File: src/rtl/exc_sequencer.sv
// ---------------------------------------------------------------------------
// exc_sequencer
//
// Exception / interrupt sequencer sitting between the pipeline and the CP0
// register block.
//   * Synchronizes the six asynchronous device interrupt lines (2 flops) and
//     presents them to CP0 either as levels or as rising-edge latched
//     pending bits (selected per source by EDGE_MASK).
//   * Gates interrupt lines and the exception code so CP0 only ever sees
//     them against a real instruction in the M stage.
//   * On a taken exception (cp0_req) or an eret in M, flushes the pipeline
//     and redirects the PC in the same cycle; eret also clears EXL.
//   * After an eret, a guard window of GUARD_CYCLES cycles holds the
//     interrupt lines at 0 so the handler-return target instruction can
//     commit before any interrupt is re-presented.
//
// Parameters:
//   HANDLER_PC   : redirect target for a taken exception/interrupt
//   EDGE_MASK    : per source, 1 = rising-edge latched, 0 = level
//   GUARD_CYCLES : length of the post-eret guard window (1..15)
//
// Ports:
//   clk, reset   : clock, synchronous active-high reset
//   hw_int_in    : raw device interrupt lines (asynchronous to clk)
//   m_valid      : M stage holds a real instruction
//   m_exc_code   : exception code of the M-stage instruction (0 = none)
//   m_eret       : M-stage instruction is eret
//   cp0_req      : CP0 take-exception request (combinational from CP0)
//   cp0_epc      : CP0 EPC
//   hw_int_out   : interrupt lines to CP0
//   exc_code_out : exception code to CP0
//   flush        : clear F/D/E/M and suppress the M-stage commit
//   redirect_en  : next-PC override enable
//   redirect_pc  : next-PC override target (0 when redirect_en is 0)
//   exl_clr      : clear EXL in CP0
//   guard        : guard window active
//
// Optional feature, macro EXC_SEQ_STAT_EN: adds saturating 16-bit counters
//   exc_cnt (requests taken with a nonzero exception code) and
//   int_cnt (requests taken with a zero exception code, i.e. interrupts).
// ---------------------------------------------------------------------------
module exc_sequencer #(
    parameter logic [31:0] HANDLER_PC   = 32'h0000_4180,
    parameter logic [5:0]  EDGE_MASK    = 6'b000000,
    parameter int unsigned GUARD_CYCLES = 2
) (
    input  logic        clk,
    input  logic        reset,
    input  logic [5:0]  hw_int_in,
    input  logic        m_valid,
    input  logic [4:0]  m_exc_code,
    input  logic        m_eret,
    input  logic        cp0_req,
    input  logic [31:0] cp0_epc,
    output logic [5:0]  hw_int_out,
    output logic [4:0]  exc_code_out,
    output logic        flush,
    output logic        redirect_en,
    output logic [31:0] redirect_pc,
    output logic        exl_clr,
    output logic        guard
`ifdef EXC_SEQ_STAT_EN
    ,
    output logic [15:0] exc_cnt,
    output logic [15:0] int_cnt
`endif
);

    typedef enum logic [0:0] {
        ST_IDLE  = 1'b0,
        ST_GUARD = 1'b1
    } state_t;

    localparam logic [3:0] GCNT_LOAD = GUARD_CYCLES[3:0];

    // Synchronizer, edge history and pending bits
    logic [5:0] sync1_q;
    logic [5:0] sync2_q;
    logic [5:0] prev_q;
    logic [5:0] pend_q;
    logic [5:0] pend_d;
    logic [5:0] rise_s;
    logic [5:0] src_s;

    // Guard FSM
    state_t     state_q;
    state_t     state_d;
    logic [3:0] gcnt_q;
    logic [3:0] gcnt_d;

    // Two-flop synchronizer plus one delayed copy for rising-edge detection.
    always_ff @(posedge clk) begin
        if (reset) begin
            sync1_q <= 6'b000000;
            sync2_q <= 6'b000000;
            prev_q  <= 6'b000000;
        end else begin
            sync1_q <= hw_int_in;
            sync2_q <= sync1_q;
            prev_q  <= sync2_q;
        end
    end

    // Edge detect, pending-bit update and per-source selection.
    always_comb begin
        rise_s = sync2_q & ~prev_q;
        // A bit is cleared only when CP0 actually takes it; a new edge on
        // that same clock wins so the fresh request is not lost.
        pend_d = EDGE_MASK & (rise_s | (pend_q & ~({6{cp0_req}} & hw_int_out)));
        src_s  = (EDGE_MASK & pend_q) | (~EDGE_MASK & sync2_q);
    end

    // Pending-bit register for edge-mode sources.
    always_ff @(posedge clk) begin
        if (reset) begin
            pend_q <= 6'b000000;
        end else begin
            pend_q <= pend_d;
        end
    end

    // CP0-facing gating: nothing is presented against a bubble or in guard.
    always_comb begin
        guard        = (state_q == ST_GUARD);
        hw_int_out   = src_s & {6{m_valid & ~guard}};
        exc_code_out = m_valid ? m_exc_code : 5'd0;
    end

    // Next-state and pipeline-control outputs; cp0_req outranks eret.
    always_comb begin
        state_d     = state_q;
        gcnt_d      = gcnt_q;
        flush       = 1'b0;
        redirect_en = 1'b0;
        redirect_pc = 32'h0000_0000;
        exl_clr     = 1'b0;

        if (cp0_req) begin
            flush       = 1'b1;
            redirect_en = 1'b1;
            redirect_pc = HANDLER_PC;
            state_d     = ST_IDLE;
            gcnt_d      = 4'd0;
        end else if (m_valid && m_eret) begin
            flush       = 1'b1;
            redirect_en = 1'b1;
            redirect_pc = cp0_epc;
            exl_clr     = 1'b1;
            state_d     = ST_GUARD;
            gcnt_d      = GCNT_LOAD;
        end else begin
            case (state_q)
                ST_GUARD: begin
                    // Leave on the 1 -> 0 step; <= 1 also covers a stray 0.
                    if (gcnt_q <= 4'd1) begin
                        gcnt_d  = 4'd0;
                        state_d = ST_IDLE;
                    end else begin
                        gcnt_d  = gcnt_q - 4'd1;
                        state_d = ST_GUARD;
                    end
                end
                ST_IDLE: begin
                    state_d = ST_IDLE;
                    gcnt_d  = 4'd0;
                end
                default: begin
                    state_d = ST_IDLE;
                    gcnt_d  = 4'd0;
                end
            endcase
        end
    end

    // FSM state and guard counter registers.
    always_ff @(posedge clk) begin
        if (reset) begin
            state_q <= ST_IDLE;
            gcnt_q  <= 4'd0;
        end else begin
            state_q <= state_d;
            gcnt_q  <= gcnt_d;
        end
    end

`ifdef EXC_SEQ_STAT_EN
    logic [15:0] exc_cnt_q;
    logic [15:0] exc_cnt_d;
    logic [15:0] int_cnt_q;
    logic [15:0] int_cnt_d;

    // Saturating statistics: classify each taken request by the gated code.
    always_comb begin
        exc_cnt_d = exc_cnt_q;
        int_cnt_d = int_cnt_q;
        if (cp0_req && (exc_code_out != 5'd0)) begin
            if (exc_cnt_q != 16'hFFFF) begin
                exc_cnt_d = exc_cnt_q + 16'd1;
            end else begin
                exc_cnt_d = exc_cnt_q;
            end
        end else if (cp0_req) begin
            if (int_cnt_q != 16'hFFFF) begin
                int_cnt_d = int_cnt_q + 16'd1;
            end else begin
                int_cnt_d = int_cnt_q;
            end
        end else begin
            exc_cnt_d = exc_cnt_q;
            int_cnt_d = int_cnt_q;
        end
    end

    // Statistics registers.
    always_ff @(posedge clk) begin
        if (reset) begin
            exc_cnt_q <= 16'd0;
            int_cnt_q <= 16'd0;
        end else begin
            exc_cnt_q <= exc_cnt_d;
            int_cnt_q <= int_cnt_d;
        end
    end

    assign exc_cnt = exc_cnt_q;
    assign int_cnt = int_cnt_q;
`endif

endmodule
File: config.mk
export PLATFORM = sky130hd
export DESIGN_NAME = exc_sequencer
export DESIGN_NICKNAME = d
export VERILOG_FILES = /design/src/rtl/exc_sequencer.sv
export SDC_FILE = /design/constraint.sdc
export NUM_CORES = 1
export LEC_CHECK = 0
export CORE_MARGIN = 2
export CORE_UTILIZATION = 30
export CTS_BUF_LIST = sky130_fd_sc_hd__clkbuf_8
export CTS_CLUSTER_DIAMETER = 120
export DETAILED_ROUTE_END_ITERATION = 16
export GPL_TIMING_DRIVEN = 0
export PLACE_DENSITY = 0.87
export SYNTH_ARGS = -nofsm -noshare
export SYNTH_HDL_FRONTEND = slang
export SYNTH_SLANG_ARGS = --single-unit
export TNS_END_PERCENT = 20
File: constraint.sdc
create_clock -name clk -period 1.9 [get_ports clk]
set_clock_uncertainty 0.15 [all_clocks]
set_input_delay 0.38 -clock clk [delete_from_list [all_inputs] [get_ports clk]]
set_output_delay 0.38 -clock clk [all_outputs]
set_load 0.01 [all_outputs]
======== After elaboration in Yosys (flattened, before gate mapping) ========
Cells that the tools add are included.
storage, ports and cells
  word-level logic and storage cells ...... 25
  output and inout port bits .............. 47
  register bits ........................... 17
  bits of input ports ..................... 48
operators by class
  reductions and logical operators ........ 3
  multiplexer cells ....................... 12
  $lt $le $gt $ge ......................... 1
  add/sub/neg operators ................... 1
  bitwise logic cells ..................... 3
operators with widths
  cell                                                                   count
  32-bit 2-to-1 mux                                                      2
  4-bit one-hot mux with 2 select lines                                  1
  6-bit AND                                                              1
  1-bit 2-to-1 mux                                                       5
  5-bit 2-to-1 mux                                                       1
  4-bit by 1-bit <= comparator with 1-bit output, second input constant  1
  4-bit 2-to-1 mux                                                       1
  4-bit by 1-bit subtractor with 4-bit output, second input constant     1
  3-bit OR reduction                                                     1
  2-bit 2-to-1 mux                                                       1
  1-bit one-hot mux with 2 select lines                                  1
  2-bit OR reduction                                                     1
  1-bit AND                                                              1
  1-bit logical AND                                                      1
  1-bit inverter                                                         1

======== Depth between registers and ports, before layout ========
Gate-level depths: netlist (run 1).
  depth after elaboration ................. 4
  mapped depth ............................ 5
  depth with buffers taken out ............ 5

======== Worst setup path after synthesis (run 1) ========
OpenSTA, ideal clock, no wires.
  path kind ............................... input -> output
  start point ............................. input m_eret
  end point ............................... output redirect_pc[22]
  path buffers ............................ 1
  cell stages on the path ................. 4
  setup slack ............................. 458 ps
  required time ........................... 1370 ps
  arrival ................................. 912 ps
  path through ............................ nand2_1 -> nor2_2 -> buf_4 -> and2_1
on the way
  word-level cells in the longest chain between the ends .. 3
ends and longest elaborated chain
  item                line  text
  start: declaration  52    input logic m_eret,
  1-bit logical AND   144   end else if (m_valid && m_eret) begin
  32-bit 2-to-1 mux   144
  32-bit 2-to-1 mux   138   if (cp0_req) begin
  end: declaration    59    output logic [31:0] redirect_pc,
No other way between the ends.

======== Worst setup path in the final report (run 1) ========
  start point ............................. input m_eret
  end point ............................... output redirect_pc[19]
Same word-level chain as after synthesis.

==> results of run 1 <==
-- cell type report --
class                      count  area (µm²)  share of cell area
sequential                    17         340               0.190
inverter                       2        7.51             0.00419
clock inverter                 1        5.00             0.00279
tap                           31        38.8              0.0216
clock buffer                   3        41.3              0.0230
timing repair buffer          97         818               0.456
buffer                         5        41.3              0.0230
multi-input combinational     74         500               0.279
-- worst min-delay path by stage --
stage,to,cells after the start
after global routing,src_s[3]$_SDFF_PP0_,1
final,src_s[4]$_SDFF_PP0_,1
after detailed placement,src_s[3]$_SDFF_PP0_,1
after CTS,src_s[4]$_SDFF_PP0_,1
after floorplan,src_s[0]$_SDFF_PP0_,1
after global placement,src_s[0]$_SDFF_PP0_,1
-- logic make-up (layout without fill, tap and decap cells) --
group	Yosys count	count (layout)	share of synthesized area
DFF	17	17	0.392
buffers and inverters	8	108	0.0519
xor gates and xnor gates	2	2	0.0202
adders and majority gates	2	2	0.0288
and+or+nand+nor	64	64	0.454
AOI/OAI and AO/OA	6	6	0.0533
-- what timing repair did --
action / 4_1_cts / 5_1_grt
setup buffers: 3 / 0
endpoints found under the setup margin: 46 / 30
pin swaps: 1 / 2
gates resized for setup: 123 / 15
-- per-layer routing --
layer  share of wire  wire (µm)  track usage
met1            0.41       1160        0.189
met2            0.51       1450        0.326
met3           0.083        237       0.0313
met4          0.0049         14       0.0498
met5               0          0            0
-- power by group through the flow --
stage / clock network [mW] / logic (mW) / registers (mW)
after floorplan: 0 / 0.0713 / 0.380
after global placement: 0 / 0.236 / 0.380
after detailed placement: 0 / 0.240 / 0.380
after CTS: 0.263 / 0.223 / 0.373
after global routing: 0.283 / 0.238 / 0.374
final: 0.257 / 0.219 / 0.373
-- critical path, delay by kind of cell --
| kind | cells | cell delay [ps] |
|---|---|---|
| buffers and inverters | 4 | 580 |
| and+or+nand+nor | 3 | 310 |
-- registers in the layout (all words and copies together) (netlist names) --
signal	count
sync1_q	6
guard	1
src_s	6
gcnt_q	4
-- placed cells by master, fill, tap and decap left out, drive strengths merged --
cell type and n:
a21o 3, a21oi 1, and2 41, buf 28, clkbuf 9, clkdlybuf4s15 6
clkdlybuf4s50 45, clkinv 1, dfxtp 17, dlygate4sd2 16, dlymetal6s2s 1, ha 2
inv 2, nand2 1, nand2b 1, nor2 2, nor2b 13, nor3 1
nor4 3, o22ai 1, o31ai 1, or2 1, or3 1, xnor2 2
-- per-stage QoR --
stage               TNS [ps]  cells  hold WS [ps]  worst slack [ps]  area (µm²)
detailed placement    -30250    224           281              -757        1850
finish                     0    230           293              86.5        1790
global route               0    230           305              4.20        1790
global placement      -28880    224           272              -725        1850
CTS                        0    230           295              4.05        1800
floorplan                  0     99           264               458         868
==> implementation parameters, run 1 <==
Parameter                              Value

Outcome
  Status ... finished, final reports clean

STA
  Share of the clock period used by the worst path ... 0.954
  Post-route minimum period ... 1810 ps
  Final setup violation count ... 0
  Hold Violations, Final ... 0
  Worst-case headroom to the max-slew limit ... 0.752
  Max-slew violation count ... 0
  Upper clock frequency limit ... 0.551 GHz
  Unrepaired setup endpoints after global routing ... no
  Worst-margin pin slew ... 370 ps

Routing
  Number of search-and-repair iterations in the first detailed-routing pass ... 4
  DRC violation total after the first TritonRoute iteration ... 37
  Residual antenna-violating net count after detailed routing ... 0
  DRT Wirelength ... 2.86 mm
  Detail-routed net length per standard cell ... 12.4 µm
  DRC Markers ... 0
  Via Count ... 1005
  Vias per Instance ... 4.37

Pwr
  Power after layout ... 0.849 mW
  Psw ... 0.187 mW
  Gate power share ... 0.258
  Fraction of power consumed by the clock network ... 0.302
  Net switching share of the total power ... 0.220
  Flop pwr share ... 0.439
  Internal Power ... 0.662 mW
  Power per cell area ... 473 nW/µm²
  Leakage dissipation ... 0.872 nW
  Maximum VDD drop ... 464 µV

Setup path
  Data required time at the worst endpoint ... 1370 ps
  Worst setup path start ... m_eret
  Largest incremental delay on the critical path ... 190 ps
  Worst setup slack for register-to-register paths ... 460 ps
  Crit path arrival time ... 1280 ps
  Reg-to-Reg End ... gcnt_q[3]$_SDFF_PP0_
  Crit Path Class ... in2out
  Cell count of the worst reg-to-reg path ... 5
  Worst setup path end ... redirect_pc[19]
  Most used cell along the critical path ... sky130_fd_sc_hd__buf_4
  Critical Path, Cell by Cell ... clkdlybuf4s15_1 -> nand2_2 -> nor2_4 -> buf_4 -> buf_4 -> and2_1 -> buf_2
  Kind of launch point of the worst setup path ... primary input
  Crit path max fanout ... 10
  Critical path capture point type ... output port
  Origin of the critical flop-to-flop path ... gcnt_q[0]$_SDFF_PP0_
  Slowest library cell on the worst path ... sky130_fd_sc_hd__clkdlybuf4s15_1

Cells and area
  Share of final-layout standard cells stronger than drive strength 1 ... 0.221
  Count of inserted antenna diode cells ... 0
  End-of-flow core utilization ... 0.650
  Synthesis-to-layout area growth ... 106%
  Fillcell total ... 244
  Net count reported at finish ... 250

Hold path
  Type of the most critical hold path ... reg2reg
  Min-delay src ... sync1_q[4]$_SDFF_PP0_

Yosys
  Register bit count reported by yosys ... 17
  Cell count after synthesis ... 99
  Post-synth design cell area ... 868 µm²
  Synth Flop Type ... sky130_fd_sc_hd__dfxtp_1
  Most instantiated library cell after synthesis ... sky130_fd_sc_hd__and2_1
  Netlist cell types ... 20
  Sequential share of the synthesized area ... 0.392
  Count of synthesis-stage warnings from yosys ... 0
  Synthesized netlist net count ... 149
  Library cell with the largest summed area after synthesis ... sky130_fd_sc_hd__dfxtp_1
  List of most frequent post-synthesis cells ... 41 x sky130_fd_sc_hd__and2_1, 17 x sky130_fd_sc_hd__dfxtp_1, 13 x sky130_fd_sc_hd__nor2b_1
  EDFF count, synth ... 0
  Post-Synthesis Mean Instance Area ... 8.77 µm²
  Fraction of synthesized cell area taken by the top area cell type ... 0.392
  Share of synthesized registers carrying an async set or reset ... 0
  Synth area leaders ... sky130_fd_sc_hd__dfxtp_1 39%, sky130_fd_sc_hd__and2_1 30%, sky130_fd_sc_hd__nor2b_1 9.4%, sky130_fd_sc_hd__buf_4 3.5%, sky130_fd_sc_hd__ha_1 2.9%

CTS
  H-tree levels ... 1
  Num Clock Sinks ... 17
  TritonCTS clock tree ... done
  Clk_lat worst skew ... 240 ps
  Root Buffer Master ... sky130_fd_sc_hd__clkbuf_8
  Cts bufs inserted ... 3
  CTS hold repair buffers ... 0
  Clock-pin slew reported for the worst setup and hold paths after clock tree synthesis ... 60 ps
  Number of buffers on the longest clock path ... 2

Floorplanning
  X dimension of the die ... 57.8 µm
  Rows ... 19
  Die outline area ... 3340 µm²
  Top Ports ... 95
  Total core area ... 2760 µm²
  Vertical extent of the die ... 57.8 µm
  Starting Density ... 0.315

GRT
  Overall global routing resource usage ... 0.170
  Number of antenna violations at the first check in global routing ... 0
  Pin count of the biggest net entering global routing ... 11
  Overflow left after global routing ... 0
  Via count of the first global-routing pass ... 925
  Global-route wire length before repair ... 4.35 mm

Placement
  Number of buffers added on ports ... 94
  Dpl hpwl ... 2.42 mm
  Gpl congestion ... 0.768

Flow run
  Max-capacitance violation count ... 0
Note: power is estimated with default switching activity, not from simulation.
==> run 2, diff against run 1 <==
--- a/config.mk
+++ b/config.mk
@@ -12,6 +12,7 @@
 export DETAILED_ROUTE_END_ITERATION = 16
 export GPL_TIMING_DRIVEN = 0
 export PLACE_DENSITY = 0.87
+export SLEW_MARGIN = 20
 export SYNTH_ARGS = -nofsm -noshare
 export SYNTH_HDL_FRONTEND = slang
 export SYNTH_SLANG_ARGS = --single-unit
==> results of run 2 <==
The final DEF is identical to that of run 1; final timing and power are the same.
==> run 3, diff against run 2 <==
--- a/config.mk
+++ b/config.mk
@@ -6,12 +6,13 @@
 export NUM_CORES = 1
 export LEC_CHECK = 0
 export CORE_MARGIN = 2
-export CORE_UTILIZATION = 30
+export CORE_UTILIZATION = 31
 export CTS_BUF_LIST = sky130_fd_sc_hd__clkbuf_8
 export CTS_CLUSTER_DIAMETER = 120
 export DETAILED_ROUTE_END_ITERATION = 16
 export GPL_TIMING_DRIVEN = 0
-export PLACE_DENSITY = 0.87
+export PLACE_DENSITY = 0.89
+export RECOVER_POWER = 100
 export SLEW_MARGIN = 20
 export SYNTH_ARGS = -nofsm -noshare
 export SYNTH_HDL_FRONTEND = slang
==> run 3 against run 2 <==
- core utilization grew 0.86 points
- count of clock-buffer cells in the layout is the same
- first-iteration DRC count shrank 14%
- global-route usage grew 1.3 points
==> implementation parameters, run 3 (same netlist as run 1, synthesis figures left out) <==
Parameter                              Value

Outcome
  Status ... finished, final reports clean (unchanged)

Routing
  Detail-routed net length per standard cell ... 13.5 µm (was 12.4 µm)
  Number of search-and-repair iterations in the first detailed-routing pass ... 4 (unchanged)
  Via Count ... 1020 (was 1005)
  DRC Markers ... 0 (unchanged)
  DRC violation total after the first TritonRoute iteration ... 32 (was 37)
  Vias per Instance ... 4.43 (was 4.37)
  Residual antenna-violating net count after detailed routing ... 0 (unchanged)
  DRT Wirelength ... 3.10 mm (was 2.86 mm)

Setup path
  Worst setup path end ... redirect_pc[18] (was redirect_pc[19])
  Critical path capture point type ... output port (unchanged)
  Crit Path Class ... in2out (unchanged)
  Worst setup slack for register-to-register paths ... 290 ps (was 460 ps)
  Worst Path Buf+Inv ... 4 (unchanged)
  Critical Path, Cell by Cell ... clkdlybuf4s15_2 -> nor2_4 -> buf_4 -> buf_6 -> and2_1 -> clkbuf_1 (was clkdlybuf4s15_1 -> nand2_2 -> nor2_4 -> buf_4 -> buf_4 -> and2_1 -> buf_2)
  Crit path arrival time ... 1310 ps (was 1280 ps)
  Origin of the critical flop-to-flop path ... gcnt_q[0]$_SDFF_PP0_ (unchanged)
  Reg-to-Reg End ... gcnt_q[1]$_SDFF_PP0_ (was gcnt_q[3]$_SDFF_PP0_)
  Slowest library cell on the worst path ... sky130_fd_sc_hd__clkdlybuf4s15_2 (was sky130_fd_sc_hd__clkdlybuf4s15_1)
  Number of cells on the critical path ... 6 (was 7)
  Worst path top cell family by delay ... buffers and inverters (unchanged)
  Cell count of the worst reg-to-reg path ... 5 (unchanged)
  Largest incremental delay on the critical path ... 250 ps (was 190 ps)
  Kind of launch point of the worst setup path ... primary input (unchanged)
  Crit path max fanout ... 10 (unchanged)
  Data required time at the worst endpoint ... 1370 ps (about the same)
  Worst setup path start ... cp0_req (was m_eret)

STA
  Worst-margin pin slew ... 564 ps (was 370 ps)
  Worst Setup Slack, final ... 61.2 ps (was 86.5 ps)
  Worst-case headroom to the max-slew limit ... 0.621 (was 0.752)
  Unrepaired setup endpoints after global routing ... no (unchanged)
  Upper clock frequency limit ... 0.544 GHz (was 0.551 GHz)
  Max-slew violation count ... 0 (unchanged)
  Share of the clock period used by the worst path ... 0.968 (was 0.954)
  Worst hold margin ... 288 ps (was 293 ps)
  Hold Violations, Final ... 0 (unchanged)
  Post-route minimum period ... 1840 ps (was 1810 ps)
  Final setup violation count ... 0 (unchanged)

GRT
  Overflow left after global routing ... 0 (unchanged)
  Global-route wire length before repair ... 4.59 mm (was 4.35 mm)
  Number of antenna violations at the first check in global routing ... 0 (unchanged)
  Via count of the first global-routing pass ... 953 (was 925)
  Pin count of the biggest net entering global routing ... 11 (unchanged)
  Overall global routing resource usage ... 0.183 (was 0.170)

Cells and area
  Synthesis-to-layout area growth ... 106% (about the same)
  Net count reported at finish ... 250 (unchanged)
  Post-route cell area ... 1790 µm² (about the same)
  Commonest non-fill, non-tap cell in the layout ... sky130_fd_sc_hd__clkdlybuf4s50_1 (unchanged)
  Combined area of the multi-input logic cells ... 493 µm² (was 500 µm²)
  End-of-flow core utilization ... 0.659 (was 0.650)
  Fillcell total ... 268 (was 244)
  Count of inserted antenna diode cells ... 0 (unchanged)
  Top library cells by usage in the layout, fill and taps aside ... 43 x sky130_fd_sc_hd__clkdlybuf4s50_1, 33 x sky130_fd_sc_hd__and2_1, 18 x sky130_fd_sc_hd__dlygate4sd2_1 (was 45 x sky130_fd_sc_hd__clkdlybuf4s50_1, 40 x sky130_fd_sc_hd__and2_1, 21 x sky130_fd_sc_hd__buf_2)
  Share of final-layout standard cells stronger than drive strength 1 ... 0.131 (was 0.221)
  Storage cell area ... 340 µm² (unchanged)

CTS
  Root Buffer Master ... sky130_fd_sc_hd__clkbuf_8 (unchanged)
  Clk_lat worst skew ... 250 ps (was 240 ps)
  Number of buffers on the longest clock path ... 2 (unchanged)
  Num Clock Sinks ... 17 (unchanged)
  Cts bufs inserted ... 3 (unchanged)
  H-tree levels ... 1 (unchanged)
  TritonCTS clock tree ... done (unchanged)
  Clock-pin slew reported for the worst setup and hold paths after clock tree synthesis ... 60 ps (about the same)

Placement
  Pre-CTS setup slack ... -793 ps (was -757 ps)
  Post-detailed-placement cell area ... 1850 µm² (unchanged)
  Number of buffers added on ports ... 94 (unchanged)
  Gpl congestion ... 0.944 (was 0.768)
  Dpl hpwl ... 2.60 mm (was 2.42 mm)

Floorplanning
  Vertical extent of the die ... 56.9 µm (was 57.8 µm)
  Starting Density ... 0.320 (was 0.315)
  Total core area ... 2710 µm² (was 2760 µm²)
  Top Ports ... 95 (unchanged)
  Rows ... 19 (unchanged)
  X dimension of the die ... 56.9 µm (was 57.8 µm)
  Die outline area ... 3240 µm² (was 3340 µm²)

Flow run
  Max-capacitance violation count ... 0 (unchanged)

Hold path
  Type of the most critical hold path ... reg2reg (unchanged)

Pwr
  Power after layout ... 0.856 mW (was 0.849 mW)
  Maximum VDD drop ... 475 µV (was 464 µV)
  Power per cell area ... 480 nW/µm² (was 473 nW/µm²)
  Leakage dissipation ... 0.833 nW (was 0.872 nW)
==> run 3: cell types whose count changed in the layout (fill, tap and decap cells not counted), sizes merged <==
| cell | previous run | this run |
|---|---|---|
| buf | 28 | 11 |
| clkbuf | 9 | 23 |
| clkdlybuf4s50 | 45 | 43 |
| dlygate4sd2 | 16 | 18 |
| dlygate4sd3 | 0 | 2 |
| clkdlybuf4s15 | 6 | 7 |
==> run 3: final cells by class <==
type                    count  area share
clock inverters             1     0.00280
repair buffers             97       0.456
clock buffers               3      0.0231
inverters                   2     0.00420
plain buffers               5      0.0252
flip-flops and latches     17       0.191
well taps                  31      0.0217
multi-input cells          74       0.276
==> run 3: repair_timing <==
action	4_1_cts	5_1_grt
resized for setup	121	14
endpoints found under the setup margin	46	24
pin swaps	2	1
hold buffers	0	0
buffers inserted	3	0
==> run 3: power by group <==
group	internal, mW	leakage (nW)	total [mW]	switching [mW]
combinational	0.144	0.668	0.219	0.0753
clock	0.146	0.0255	0.264	0.119
sequential	0.370	0.140	0.373	0.00339
total	0.659	0.833	0.856	0.197
==> run 3: worst min-delay path by stage <==
stage | cells after the start | start | to | slack [ps]
finish | 1 | sync1_q[0]$_SDFF_PP0_ | src_s[0]$_SDFF_PP0_ | 290
floorplan | 1 | sync1_q[0]$_SDFF_PP0_ | src_s[0]$_SDFF_PP0_ | 260
global placement | 1 | sync1_q[4]$_SDFF_PP0_ | src_s[4]$_SDFF_PP0_ | 270
global route | 1 | sync1_q[0]$_SDFF_PP0_ | src_s[0]$_SDFF_PP0_ | 310
CTS | 1 | sync1_q[0]$_SDFF_PP0_ | src_s[0]$_SDFF_PP0_ | 290
detailed placement | 1 | sync1_q[0]$_SDFF_PP0_ | src_s[0]$_SDFF_PP0_ | 270
==> run 3: metrics by stage <==
stage / TNS (ps) / instances
after floorplan: 0 / 99
after global placement: -31380 / 224
after detailed placement: -31970 / 224
after CTS: -87.8 / 230
after global routing: 0 / 230
final: 0 / 230
==> run 3: per-layer routing <==
layer / global-route usage / wire length, µm / up-vias
met5: 0 / 0 / -
met1: 0.197 / 1260 / 450
met2: 0.351 / 1540 / 58
li1: - / - / 506
met3: 0.0369 / 272 / 6
met4: 0.0598 / 38 / 0
